File: src/rtl/alu_pkg.sv
// Shared constants for the accumulator ALU pipeline: opcode and Y-select encodings.
package alu_pkg;

   localparam int unsigned OP_W = 3;

   typedef enum logic [OP_W-1:0] {
      OP_ADD = 3'd0,
      OP_SUB = 3'd1,
      OP_AND = 3'd2,
      OP_OR  = 3'd3,
      OP_XOR = 3'd4,
      OP_NOT = 3'd5,
      OP_ADC = 3'd6,
      OP_SHL = 3'd7
   } op_e;

   typedef enum logic [1:0] {
      SEL_B   = 2'd0,
      SEL_D   = 2'd1,
      SEL_E   = 2'd2,
      SEL_ACC = 2'd3
   } sel_e;

endpackage

File: src/rtl/alu_acc_pipe_if.sv
// Operand/result bundle for alu_acc_pipe: input handshake, operands, output handshake.
interface alu_acc_pipe_if #(parameter int unsigned WIDTH = 3);
   import alu_pkg::*;

   logic             in_valid;
   logic             in_ready;
   logic [WIDTH-1:0] a, b, c, d, e;
   logic             sel_1;
   logic [1:0]       sel_2;
   logic [OP_W-1:0]  opcode;
   logic             out_valid;
   logic             out_ready;
   logic [WIDTH-1:0] out;
   logic             carry_out;
   logic [WIDTH-1:0] acc;

   modport master (
      output in_valid, a, b, c, d, e, sel_1, sel_2, opcode, out_ready,
      input  in_ready, out_valid, out, carry_out, acc
   );

   modport slave (
      input  in_valid, a, b, c, d, e, sel_1, sel_2, opcode, out_ready,
      output in_ready, out_valid, out, carry_out, acc
   );

endinterface

File: src/rtl/alu_core.sv
// Combinational 8-op ALU. Define ALU_ACC_PIPE_SAT_EN to saturate ADD/ADC/SUB on overflow/borrow.
module alu_core
   import alu_pkg::*;
#(
   parameter int unsigned WIDTH = 3
) (
   input  logic [WIDTH-1:0] x,
   input  logic [WIDTH-1:0] y,
   input  logic             carry_in,
   input  logic [OP_W-1:0]  opcode,
   output logic [WIDTH-1:0] result,
   output logic             carry
);

   logic [WIDTH:0] wide;

   always_comb begin
      wide   = '0;
      result = '0;
      carry  = 1'b0;
      case (op_e'(opcode))
         OP_ADD: begin
            wide   = {1'b0, x} + {1'b0, y};
            result = wide[WIDTH-1:0];
            carry  = wide[WIDTH];
`ifdef ALU_ACC_PIPE_SAT_EN
            if (carry) result = '1;
`endif
         end
         OP_SUB: begin
            // Borrow appears as bit WIDTH of the extended difference
            wide   = {1'b0, x} - {1'b0, y};
            result = wide[WIDTH-1:0];
            carry  = wide[WIDTH];
`ifdef ALU_ACC_PIPE_SAT_EN
            if (carry) result = '0;
`endif
         end
         OP_AND: result = x & y;
         OP_OR:  result = x | y;
         OP_XOR: result = x ^ y;
         OP_NOT: result = ~x;
         OP_ADC: begin
            wide   = {1'b0, x} + {1'b0, y} + {{WIDTH{1'b0}}, carry_in};
            result = wide[WIDTH-1:0];
            carry  = wide[WIDTH];
`ifdef ALU_ACC_PIPE_SAT_EN
            if (carry) result = '1;
`endif
         end
         OP_SHL: begin
            wide   = {x, 1'b0};
            result = wide[WIDTH-1:0];
            carry  = wide[WIDTH];
         end
         default: begin
            result = '0;
            carry  = 1'b0;
         end
      endcase
   end

endmodule

File: src/rtl/alu_acc_pipe.sv
// Two-stage elastic ALU pipeline with accumulator operand and registered carry flag.
// Optional saturation via ALU_ACC_PIPE_SAT_EN (implemented in alu_core).
module alu_acc_pipe
   import alu_pkg::*;
#(
   parameter int unsigned WIDTH = 3
) (
   input  logic           clk,
   input  logic           rst_n,
   alu_acc_pipe_if.slave  bus
);

   if (WIDTH < 2) begin : g_width_check
      $error("alu_acc_pipe: WIDTH must be at least 2");
   end

   logic             s1_valid;
   logic [WIDTH-1:0] s1_x;
   logic [WIDTH-1:0] s1_y_raw;
   sel_e             s1_sel;
   logic [OP_W-1:0]  s1_op;

   logic             s2_valid;
   logic [WIDTH-1:0] out_q;
   logic             carry_q;
   logic [WIDTH-1:0] acc_q;
   logic             flag_q;

   logic             s2_advance;
   logic             in_ready;
   logic [WIDTH-1:0] x_mux;
   logic [WIDTH-1:0] y_raw_mux;
   logic [WIDTH-1:0] y_op;
   logic [WIDTH-1:0] alu_result;
   logic             alu_carry;

   assign s2_advance = !s2_valid || bus.out_ready;
   assign in_ready   = !s1_valid || s2_advance;

   always_comb begin
      x_mux     = bus.sel_1 ? bus.c : bus.a;
      y_raw_mux = bus.b;
      case (sel_e'(bus.sel_2))
         SEL_D:   y_raw_mux = bus.d;
         SEL_E:   y_raw_mux = bus.e;
         default: y_raw_mux = bus.b;
      endcase
   end

   // Accumulator is chosen at compute time so a dependent op directly behind
   // its producer sees the freshly written value without a bubble.
   assign y_op = (s1_sel == SEL_ACC) ? acc_q : s1_y_raw;

   alu_core #(.WIDTH(WIDTH)) u_core (
      .x        (s1_x),
      .y        (y_op),
      .carry_in (flag_q),
      .opcode   (s1_op),
      .result   (alu_result),
      .carry    (alu_carry)
   );

   always_ff @(posedge clk or negedge rst_n) begin
      if (!rst_n) begin
         s1_valid <= 1'b0;
         s1_x     <= '0;
         s1_y_raw <= '0;
         s1_sel   <= SEL_B;
         s1_op    <= '0;
      end else if (in_ready) begin
         s1_valid <= bus.in_valid;
         if (bus.in_valid) begin
            s1_x     <= x_mux;
            s1_y_raw <= y_raw_mux;
            s1_sel   <= sel_e'(bus.sel_2);
            s1_op    <= bus.opcode;
         end
      end
   end

   always_ff @(posedge clk or negedge rst_n) begin
      if (!rst_n) begin
         s2_valid <= 1'b0;
         out_q    <= '0;
         carry_q  <= 1'b0;
         acc_q    <= '0;
         flag_q   <= 1'b0;
      end else if (s2_advance) begin
         s2_valid <= s1_valid;
         if (s1_valid) begin
            out_q   <= alu_result;
            carry_q <= alu_carry;
            acc_q   <= alu_result;
            flag_q  <= alu_carry;
         end
      end
   end

   assign bus.in_ready  = in_ready;
   assign bus.out_valid = s2_valid;
   assign bus.out       = out_q;
   assign bus.carry_out = carry_q;
   assign bus.acc       = acc_q;

endmodule

File: src/flat_wrapper.sv
// flat-port wrapper written by rule: the top's interface ports become plain ports
module alu_acc_pipe_flat import alu_pkg::*;
#(
   parameter int unsigned WIDTH = 3
)
  (clk, rst_n, bus_in_valid, bus_a, bus_b, bus_c, bus_d, bus_e, bus_sel_1, bus_sel_2, bus_opcode, bus_out_ready, bus_in_ready, bus_out_valid, bus_out, bus_carry_out, bus_acc);
  alu_acc_pipe_if #(.WIDTH(WIDTH)) bus_i ();
  input  logic clk;
  input  logic rst_n;
  input wire logic [$bits(bus_i.in_valid)-1:0] bus_in_valid;
  input wire logic [$bits(bus_i.a)-1:0] bus_a;
  input wire logic [$bits(bus_i.b)-1:0] bus_b;
  input wire logic [$bits(bus_i.c)-1:0] bus_c;
  input wire logic [$bits(bus_i.d)-1:0] bus_d;
  input wire logic [$bits(bus_i.e)-1:0] bus_e;
  input wire logic [$bits(bus_i.sel_1)-1:0] bus_sel_1;
  input wire logic [$bits(bus_i.sel_2)-1:0] bus_sel_2;
  input wire logic [$bits(bus_i.opcode)-1:0] bus_opcode;
  input wire logic [$bits(bus_i.out_ready)-1:0] bus_out_ready;
  output wire logic [$bits(bus_i.in_ready)-1:0] bus_in_ready;
  output wire logic [$bits(bus_i.out_valid)-1:0] bus_out_valid;
  output wire logic [$bits(bus_i.out)-1:0] bus_out;
  output wire logic [$bits(bus_i.carry_out)-1:0] bus_carry_out;
  output wire logic [$bits(bus_i.acc)-1:0] bus_acc;
  assign bus_i.in_valid = bus_in_valid;
  assign bus_i.a = bus_a;
  assign bus_i.b = bus_b;
  assign bus_i.c = bus_c;
  assign bus_i.d = bus_d;
  assign bus_i.e = bus_e;
  assign bus_i.sel_1 = bus_sel_1;
  assign bus_i.sel_2 = bus_sel_2;
  assign bus_i.opcode = bus_opcode;
  assign bus_i.out_ready = bus_out_ready;
  assign bus_in_ready = bus_i.in_ready;
  assign bus_out_valid = bus_i.out_valid;
  assign bus_out = bus_i.out;
  assign bus_carry_out = bus_i.carry_out;
  assign bus_acc = bus_i.acc;
  alu_acc_pipe #(.WIDTH(WIDTH)) u_core (.clk(clk), .rst_n(rst_n), .bus(bus_i));
endmodule
File: config.mk
export PLATFORM = sky130hd
export DESIGN_NAME = alu_acc_pipe_flat
export DESIGN_NICKNAME = d
export VERILOG_FILES = /design/src/rtl/alu_pkg.sv /design/src/rtl/alu_acc_pipe_if.sv /design/src/rtl/alu_core.sv /design/src/rtl/alu_acc_pipe.sv /design/src/flat_wrapper.sv
export SDC_FILE = /design/constraint.sdc
export NUM_CORES = 1
export LEC_CHECK = 0
export BUFFER_PORTS_ARGS = -buffer_cell sky130_fd_sc_hd__buf_2
export CORE_UTILIZATION = 48
export CTS_CLUSTER_DIAMETER = 80
export DETAILED_ROUTE_END_ITERATION = 8
export MAX_ROUTING_LAYER = met4
export PLACE_DENSITY = 0.84
export RECOVER_POWER = 50
export REMOVE_ABC_BUFFERS = 1
export SKIP_CTS_REPAIR_TIMING = 1
export SLEW_MARGIN = 20
export SYNTH_ARGS = -nofsm -noshare
export SYNTH_HDL_FRONTEND = slang
export SYNTH_SLANG_ARGS = --single-unit
File: constraint.sdc
create_clock -name clk -period 2.9 [get_ports clk]
set_clock_uncertainty 0.2 [all_clocks]
set_input_delay 0.29 -clock clk [delete_from_list [all_inputs] [get_ports clk]]
set_output_delay 0.29 -clock clk [all_outputs]
set_load 0.05 [all_outputs]
==> results of run 1 <==
-- cell type report --
class	instances	area, um2
clock buffer	4	26.3
fill	233	1170
inverter	10	37.5
multi-input combinational	115	881
sequential	17	425
tap	31	38.8
timing repair buffer	35	181
-- layer usage --
| metal | vias up | global-route usage | wire [um] |
|---|---|---|---|
| met3 | 5 | 0.0442 | 134 |
| met1 | 564 | 0.246 | 1300 |
| met2 | 35 | 0.350 | 1450 |
| met5 | - | - | 0 |
| met4 | 0 | 0.0557 | 31 |
| li1 | 594 | - | - |
-- cell usage in the layout, fill, tap and decap left out, drive strengths merged --
cell / synthesis / layout
and3: 1 / 1
nor2b: 1 / 1
nor4: 1 / 1
o211ai: 2 / 2
o311ai: 1 / 1
nand3b: 3 / 3
a311o: 1 / 1
a21oi: 9 / 9
nand2: 19 / 19
nor2: 5 / 5
mux2: 7 / 7
a211oi: 4 / 4
dfrtp: 17 / 17
nor3b: 1 / 1
o31ai: 3 / 3
nand3: 3 / 3
mux2i: 4 / 4
dlygate4sd3: 0 / 2
o2111ai: 1 / 1
clkbuf: 0 / 7
a211o: 1 / 1
xnor2: 3 / 3
o21bai: 1 / 1
nor3: 4 / 4
o211a: 1 / 1
a41oi: 1 / 1
o21ai: 11 / 11
a311oi: 1 / 1
buf: 10 / 30
nand2b: 6 / 6
ha: 15 / 15
a22oi: 3 / 3
fa: 2 / 2
inv: 10 / 10
-- flip-flops by register name (all words and copies together), names as in the netlist --
| signal | cells |
|---|---|
| u_core.bus.out | 3 |
| u_core.bus.out_valid | 1 |
| u_core.flag_q | 1 |
| u_core.s1_op | 3 |
| u_core.s1_sel | 2 |
| u_core.s1_valid | 1 |
| u_core.s1_x | 3 |
| u_core.s1_y_raw | 3 |
-- metrics by stage --
| step | power [W] | setup TNS, ns | setup slack, ns | hold slack, ns |
|---|---|---|---|---|
| floorplan | 0.000777 | -0.222 | -0.128 | -0.206 |
| global placement | 0.000904 | 0 | 0.177 | 0.0300 |
| detailed placement | 0.000925 | 0 | 0.101 | 0.0341 |
| CTS | 0.00106 | 0 | 0.0916 | -0.293 |
| global route | 0.00114 | 0 | 0.0583 | 0.0140 |
| finish | 0.00106 | 0 | 0.174 | 0.0205 |
-- cells by family (layout without fill, tap and decap cells) --
kind of cell,count (synthesis),count (layout),share of synthesized area
compound gates,40,40,0.199
xor+xnor,3,3,0.0188
flops,17,17,0.304
fa+ha+maj,17,17,0.163
mux,11,11,0.0877
simple gates,44,44,0.151
buf+inv,20,49,0.0760
-- where the power goes --
group          switching (W)  leakage (nW)  internal, W
clock              0.0000777        0.0150    0.0000536
sequential         0.0000800         0.203     0.000282
combinational       0.000356         0.534     0.000213
total               0.000514         0.752     0.000549
-- worst max path at each step --
| stage | end | slack (ns) | cells after the start |
|---|---|---|---|
| after floorplan | u_core.bus.out[2] | -0.13 | 8 |
| after global placement | u_core.bus.out[2] | 0.18 | 9 |
| after detailed placement | u_core.bus.out[1] | 0.10 | 9 |
| after CTS | u_core.bus.out[1] | 0.09 | 9 |
| after global routing | u_core.bus.out[1] | 0.06 | 9 |
| final | u_core.bus.out[1] | 0.17 | 9 |
==> impl_metrics.yaml, run 1 <==
worst_hold_path:
  hp-class: "primary input to flop"
  min_path_cells: 2
  hold-path-endpoint: "u_core.s1_op[1]"
  hold_path.startpoint: "bus_opcode[1]"
global_routing:
  grt-ovfl-total: 0
  grt_pass1_wl_um: 4930
  first_global_vias: 1154
  grtUsageTotal: 0.205
  grt_max_degree: 23
  antenna_found_initial: 0
sta:
  hold_violations: 0
  fmax_ghz: 0.367
  drv_slew: 0
  min_period_ns: 2.73
  rsz0062_at_grt: "false"
  worst_slew_pin_slew_ns: 0.917
  fin_crit_sh: 0.940
  max-slew-margin-rel: 0.389
  setup_viol: 0
pwr:
  powerDensity_nw_per_um2: 668
  vdd_ir_drop_max_mv: 0.491
  power_leakage_nw: 0.752
floorplanning:
  row_count: 19
  initial_core_util: 0.507
  die_h_um: 56.0
  core_area_um2: 2760
  die_x_um: 56.0
  dieArea_um2: 3130
  ios: 34
critical_path:
  cp.arrival_ns: 2.71
  slowest_delay_ns: 0.50
  rrSetupSlack_ns: 0.17
  critPathMaxFanout: 4
  endpoint_kind: "flop"
  r2r_end: "u_core.bus.out[1]"
  crit_family: "adder cells"
  start_kind: "flop"
  critPathRequiredTime_ns: 2.88
  path_class: "flop to flop"
  r2r-start: "u_core.s1_sel[0]"
  timing.critical_path.buf_inv: 0
  critical-path-slowest-cell: "fa_1"
  cp_cell_sequence: "nand2_2, mux2_4, ha_2, fa_1, ha_1, nand3_1, a21oi_1, a311oi_1, o31ai_1"
  ff2ff_path_depth: 9
  crit_start: "u_core.s1_sel[0]"
clocking:
  clockRootBuffer: "clkbuf_4"
  tritoncts: "yes"
  cts.sinks: 17
  clockBufferDepth: 2
  htreeDepth: 1
  insertion_delay_ns: 0.30
  numCtsBuffers: 3
  path_clk_slew_ns: 0.10
layout:
  final_area_um2: 1590
  layout-drive-gt1-share: 0.254
  utilization: 0.577
  syn_to_final_growth_pct: 13.7
  finalNonFillerCells: 212
  n_antenna_cell: 0
  nets: 224
detailed_routing:
  wl_per_cell_um: 13.8
  vias_per_cell: 5.65
  drcViolationCount: 0
  drt_iter0_drc: 27
  first_pass_iters: 4
  drtAntennaViolNets: 0
  num_vias: 1198
  drt_wl_total_um: 2920
place:
  gp_congestion: 0.873
  dp_cells: 206
  dpl.hpwl_um: 2230
  dpl_cell_area_um2: 1530
  numPortBuffers: 33
synth:
  seq_area_frac_synth: 0.304
  ys.flop_type: "dfrtp_1"
  synthDominantCellAreaShare: 0.304
  synth.avg_cell_area_um2: 9.20
  synthMostInstantiatedCell: "nand2_1"
  synthCells: 152
  ys_ff_latch: 17
  synth_commonest_cells: "nand2_1 (19), dfrtp_1 (17), ha_1 (15)"
  synth.distinct_cells: 37
  synthTopCellsByArea: "dfrtp_1 (30%), ha_1 (13%), nand2_1 (5.1%)"
  synth_warnings: 0
  async_flop_share: 1.00
  synth_edf_count: 0
  syn-cell-area_um2: 1400
  yosysTopAreaCell: "dfrtp_1"
run:
  maxCapViolations: 0
outcome:
  status: "finished, final reports clean"
Note: power is estimated with default switching activity, not from simulation.
==> run 2: changes to the inputs <==
--- a/config.mk
+++ b/config.mk
@@ -6,11 +6,11 @@
 export NUM_CORES = 1
 export LEC_CHECK = 0
 export BUFFER_PORTS_ARGS = -buffer_cell sky130_fd_sc_hd__buf_2
-export CORE_UTILIZATION = 48
+export CORE_UTILIZATION = 53
 export CTS_CLUSTER_DIAMETER = 80
 export DETAILED_ROUTE_END_ITERATION = 8
 export MAX_ROUTING_LAYER = met4
-export PLACE_DENSITY = 0.84
+export PLACE_DENSITY = 0.87
 export RECOVER_POWER = 50
 export REMOVE_ABC_BUFFERS = 1
 export SKIP_CTS_REPAIR_TIMING = 1
==> constraint.sdc (replaced) <==
create_clock -name clk -period 2.7 [get_ports clk]
set_clock_uncertainty 0.2 [all_clocks]
set_input_delay 0.27 -clock clk [delete_from_list [all_inputs] [get_ports clk]]
set_output_delay 0.27 -clock clk [all_outputs]
set_load 0.05 [all_outputs]
==> impl_metrics.yaml, run 2 (synthesized netlist as in run 1, its figures left out) <==
layout:
  num-fill-cells: 195
  final_common_cell: "buf_2"
  n_antenna_cell: 0
  syn_to_final_growth_pct: 18.9
  finalNonFillerCells: 216
  nets: 229
  mostFrequentLayoutCells: "buf_2 (31), nand2_1 (18), dfrtp_1 (17)"
  layout-drive-gt1-share: 0.290
floorplanning:
  row_count: 18
  ios: 34
  initial_core_util: 0.565
  die_h_um: 53.4
  dieArea_um2: 2850
  core_area_um2: 2480
  die_x_um: 53.4
sta:
  fmax_ghz: 0.377
  max-slew-margin-rel: 0.381
  fin_crit_sh: 0.982
  min_period_ns: 2.65
  drv_slew: 0
  rsz0062_at_grt: "true"
  tns_ns: 0
  hold_violations: 0
  setup_viol: 0
  worst_slew_pin_slew_ns: 0.929
  fin_ws_ns: 0.0496
detailed_routing:
  first_pass_iters: 4
  drt_wl_total_um: 3120
  drtAntennaViolNets: 0
  wl_per_cell_um: 14.4
  drcViolationCount: 0
  vias_per_cell: 5.69
  drt_iter0_drc: 33
  num_vias: 1230
global_routing:
  grt-ovfl-total: 0
  grt_max_degree: 23
  grtUsageTotal: 0.235
  antenna_found_initial: 0
  first_global_vias: 1104
  grt_pass1_wl_um: 4710
critical_path:
  critPathMaxFanout: 4
  critical-path-slowest-cell: "fa_1"
  path_class: "flop to flop"
  endpoint_kind: "flop"
  slowest_delay_ns: 0.48
  start_kind: "flop"
  cp.arrival_ns: 2.66
  cp_cell_sequence: "nand2_2, mux2_4, ha_4, fa_1, ha_1, nand3_2, a21oi_2, a311oi_2, o31ai_1"
  critPathRequiredTime_ns: 2.71
run:
  maxCapViolations: 0
place:
  dp_cells: 208
  gp_congestion: 0.901
  numPortBuffers: 33
  dpl.hpwl_um: 2220
  place_ws_ns: 0.00122
worst_hold_path:
  hp-class: "primary input to flop"
clocking:
  clockBufferDepth: 2
  clockRootBuffer: "clkbuf_4"
  tritoncts: "yes"
  numCtsBuffers: 3
  insertion_delay_ns: 0.30
  cts.sinks: 17
  path_clk_slew_ns: 0.10
  htreeDepth: 1
outcome:
  status: "finished, final reports clean"
pwr:
  power_leakage_nw: 0.782
  powerDensity_nw_per_um2: 721
  vdd_ir_drop_max_mv: 0.662
[run 2: per-layer routing]
| metal | global-route usage | share of wire | vias to the layer above | wire length (um) |
|---|---|---|---|---|
| li1 | - | - | 605 | - |
| met1 | 0.277 | 0.43 | 579 | 1330 |
| met2 | 0.392 | 0.52 | 41 | 1630 |
| met3 | 0.0230 | 0.036 | 5 | 112 |
| met4 | 0.127 | 0.016 | 0 | 50 |
| met5 | - | 0 | - | 0 |
[run 2: cell type report]
cell class | instances | area [um2] | area share
Clock buffer | 4 | 26.3 | 0.0158
Multi-Input combinational cell | 115 | 911 | 0.548
Timing Repair Buffer | 40 | 225 | 0.135
Inverter | 10 | 37.5 | 0.0226
Tap cell | 30 | 37.5 | 0.0226
Sequential cell | 17 | 425 | 0.256
[run 2: worst max-delay path, delay by kind of cell, from the launching register on]
kind	cells	cell delay, ns
fa+ha+maj	3	0.98
compound gates	3	0.47
flops	1	0.40
mux	1	0.34
simple gates	2	0.18
[run 2: path summary, 6_finish.rpt]
path                                     from                  to  slack (ns)  cells after the start
setup / recovery             u_core.s1_sel[1]   u_core.bus.out[1]        0.05                      9
hold / removal                  bus_opcode[0]     u_core.s1_op[0]        0.01                      2
setup reg to reg             u_core.s1_sel[1]   u_core.bus.out[1]        0.05                      9
hold reg to reg            u_core.s1_y_raw[2]  u_core.s1_y_raw[2]        0.30                      2
max in group asynchronous               rst_n   u_core.bus.out[0]        1.32                      2
min in group asynchronous               rst_n  u_core.s1_y_raw[2]        0.41                      2
[run 2: through the flow]
stage | util | total power (W) | area, um2 | hold WS, ns
final | 0.671 | 0.00120 | 1660 | 0.00996
after global routing | 0.671 | 0.00127 | 1660 | 0.00727
after CTS | 0.638 | 0.00115 | 1580 | -0.318
after detailed placement | 0.628 | 0.00101 | 1560 | 0.0130
after global placement | 0.628 | 0.000981 | 1560 | 0.00638
after floorplan | - | 0.000835 | 1330 | -0.226
[run 2: report_power, final]
group / internal, W / switching (W) / leakage (nW)
registers: 0.000303 / 0.0000880 / 0.203
logic: 0.000258 / 0.000406 / 0.564
clock network: 0.0000577 / 0.0000857 / 0.0150
total: 0.000619 / 0.000580 / 0.782
==> run 3: changes to the inputs <==
--- a/config.mk
+++ b/config.mk
@@ -6,6 +6,7 @@
 export NUM_CORES = 1
 export LEC_CHECK = 0
 export BUFFER_PORTS_ARGS = -buffer_cell sky130_fd_sc_hd__buf_2
+export CORE_MARGIN = 10
 export CORE_UTILIZATION = 53
 export CTS_CLUSTER_DIAMETER = 80
 export DETAILED_ROUTE_END_ITERATION = 8
==> constraint.sdc (replaced) <==
create_clock -name clk -period 2.7 [get_ports clk]
set_clock_uncertainty 0.2 [all_clocks]
set_input_delay 0.27 -clock clk [delete_from_list [all_inputs] [get_ports clk]]
set_output_delay 0.27 -clock clk [all_outputs]
set_load 0.005 [all_outputs]
==> impl_metrics.yaml, run 3 (synthesized netlist as in run 1, its figures left out) <==
pwr:
  vdd_ir_drop_max_mv: 0.399
  clkPwrFrac: 0.125
  p_seq_frac: 0.355
  power_leakage_nw: 0.801
  p_int_w: 0.000654
  p_sw_w: 0.000459
  powerDensity_nw_per_um2: 657
  swShare: 0.412
  power_frac_comb: 0.521
floorplanning:
  core_area_um2: 2500
  row_count: 18
  die_h_um: 71.4
  initial_core_util: 0.560
  dieArea_um2: 5090
  die_x_um: 71.4
  ios: 34
layout:
  regArea_um2: 425
  nets: 230
  syn_to_final_growth_pct: 21.2
  finalNonFillerCells: 217
  final_common_cell: "buf_2"
  multi_input_comb_area_um2: 936
  n_antenna_cell: 0
  layout-drive-gt1-share: 0.326
  num-fill-cells: 191
  mostFrequentLayoutCells: "buf_2 (31), nand2_1 (17), dfrtp_1 (17)"
critical_path:
  critPathMaxFanout: 3
  start_kind: "flop"
  r2r_end: "u_core.bus.out[2]"
  rrSetupSlack_ns: 0.02
  r2r-start: "u_core.s1_sel[0]"
  path_class: "flop to flop"
  endpoint_kind: "flop"
  endpoint: "u_core.bus.out[2]"
  crit_start: "u_core.s1_sel[0]"
  ff2ff_path_depth: 10
  cp.arrival_ns: 2.66
  critPathRequiredTime_ns: 2.68
clocking:
  cts.sinks: 17
  clockRootBuffer: "clkbuf_4"
  insertion_delay_ns: 0.29
  htreeDepth: 1
  path_clk_slew_ns: 0.10
  numCtsBuffers: 3
  tritoncts: "yes"
  clockBufferDepth: 2
place:
  dpl.hpwl_um: 2700
  gp_congestion: 0.837
  place_ws_ns: -0.0559
  numPortBuffers: 33
  dp_cells: 208
global_routing:
  first_global_vias: 1340
  grtUsageTotal: 0.145
  grt_max_degree: 23
  antenna_found_initial: 0
  grt_pass1_wl_um: 6150
  grt-ovfl-total: 0
run:
  maxCapViolations: 0
sta:
  min_period_ns: 2.68
  fin_ws_ns: 0.0171
  hold_violations: 0
  fin_crit_sh: 0.994
  worst_slew_pin_slew_ns: 0.925
  drv_slew: 0
  fmax_ghz: 0.373
  max-slew-margin-rel: 0.384
  setup_viol: 0
  rsz0062_at_grt: "true"
detailed_routing:
  vias_per_cell: 5.82
  drcViolationCount: 0
  drt_iter0_drc: 92
  drtAntennaViolNets: 0
  num_vias: 1263
  wl_per_cell_um: 16.9
  first_pass_iters: 4
  drt_wl_total_um: 3660
worst_hold_path:
  hp-class: "primary input to flop"
outcome:
  status: "finished, final reports clean"
run 3: cell types whose count changed in the layout (fill, tap and decap cells not counted), sizes merged:
cell and delta:
dlygate4sd3 -2, clkinv +1, buf +3, clkbuf -1
run 3: cell type report:
class                   count  share of cell area
clock inverters             1             0.00295
flip-flops and latches     17               0.251
clock buffers               3              0.0133
inverters                  10              0.0221
well taps                  30              0.0221
repair buffers             41               0.137
multi-input cells         115               0.552
run 3: through the flow:
| stage | hold slack (ns) | power (W) | TNS, ns | area (um2) | util |
|---|---|---|---|---|---|
| floorplan | -0.226 | 0.000685 | 0 | 1330 | - |
| global placement | 0.00370 | 0.000836 | 0 | 1560 | 0.622 |
| detailed placement | 0.0158 | 0.000863 | -0.0769 | 1560 | 0.622 |
| CTS | -0.301 | 0.00100 | -0.109 | 1580 | 0.633 |
| global route | 0.00309 | 0.00120 | -0.104 | 1700 | 0.678 |
| finish | 0.0109 | 0.00111 | 0 | 1700 | 0.678 |
run 3: worst max-delay path: stages (launching register included):
cell and delay [ns]:
dfrtp_1 0.42, nand2_2 0.08, mux2_4 0.33, ha_4 0.17, fa_2 0.47, buf_6 0.14, ha_4 0.16, xnor2_2 0.13
and3_1 0.19, o31ai_2 0.19, a21oi_1 0.10
run 3: layer usage:
metal | routed length [um] | vias up | global-route usage
li1 | - | 605 | -
met1 | 1460 | 604 | 0.169
met2 | 2010 | 48 | 0.255
met3 | 137 | 6 | 0.0165
met4 | 59 | 0 | 0.0387
met5 | 0 | - | -
run 3: worst min path at each step:
stage	start	to	slack, ns	cells after the start
4_1_cts	rst_n	u_core.s1_x[2]	-0.30	1
3_5_place_dp	rst_n	u_core.s1_x[2]	0.02	1
6_report	bus_opcode[0]	u_core.s1_op[0]	0.01	2
2_1_floorplan	rst_n	u_core.bus.out[0]	-0.23	0
5_1_grt	bus_opcode[0]	u_core.s1_op[0]	0.003	2
3_3_place_gp	rst_n	u_core.s1_x[2]	0.004	1
run 3: power groups by stage:
stage / Clock (W) / Combinational (W) / Sequential, W
after floorplan: 0 / 0.000313 / 0.000372
after global placement: 0 / 0.000451 / 0.000386
after detailed placement: 0 / 0.000473 / 0.000390
after CTS: 0.000140 / 0.000477 / 0.000385
after global routing: 0.000154 / 0.000643 / 0.000407
final: 0.000139 / 0.000579 / 0.000395
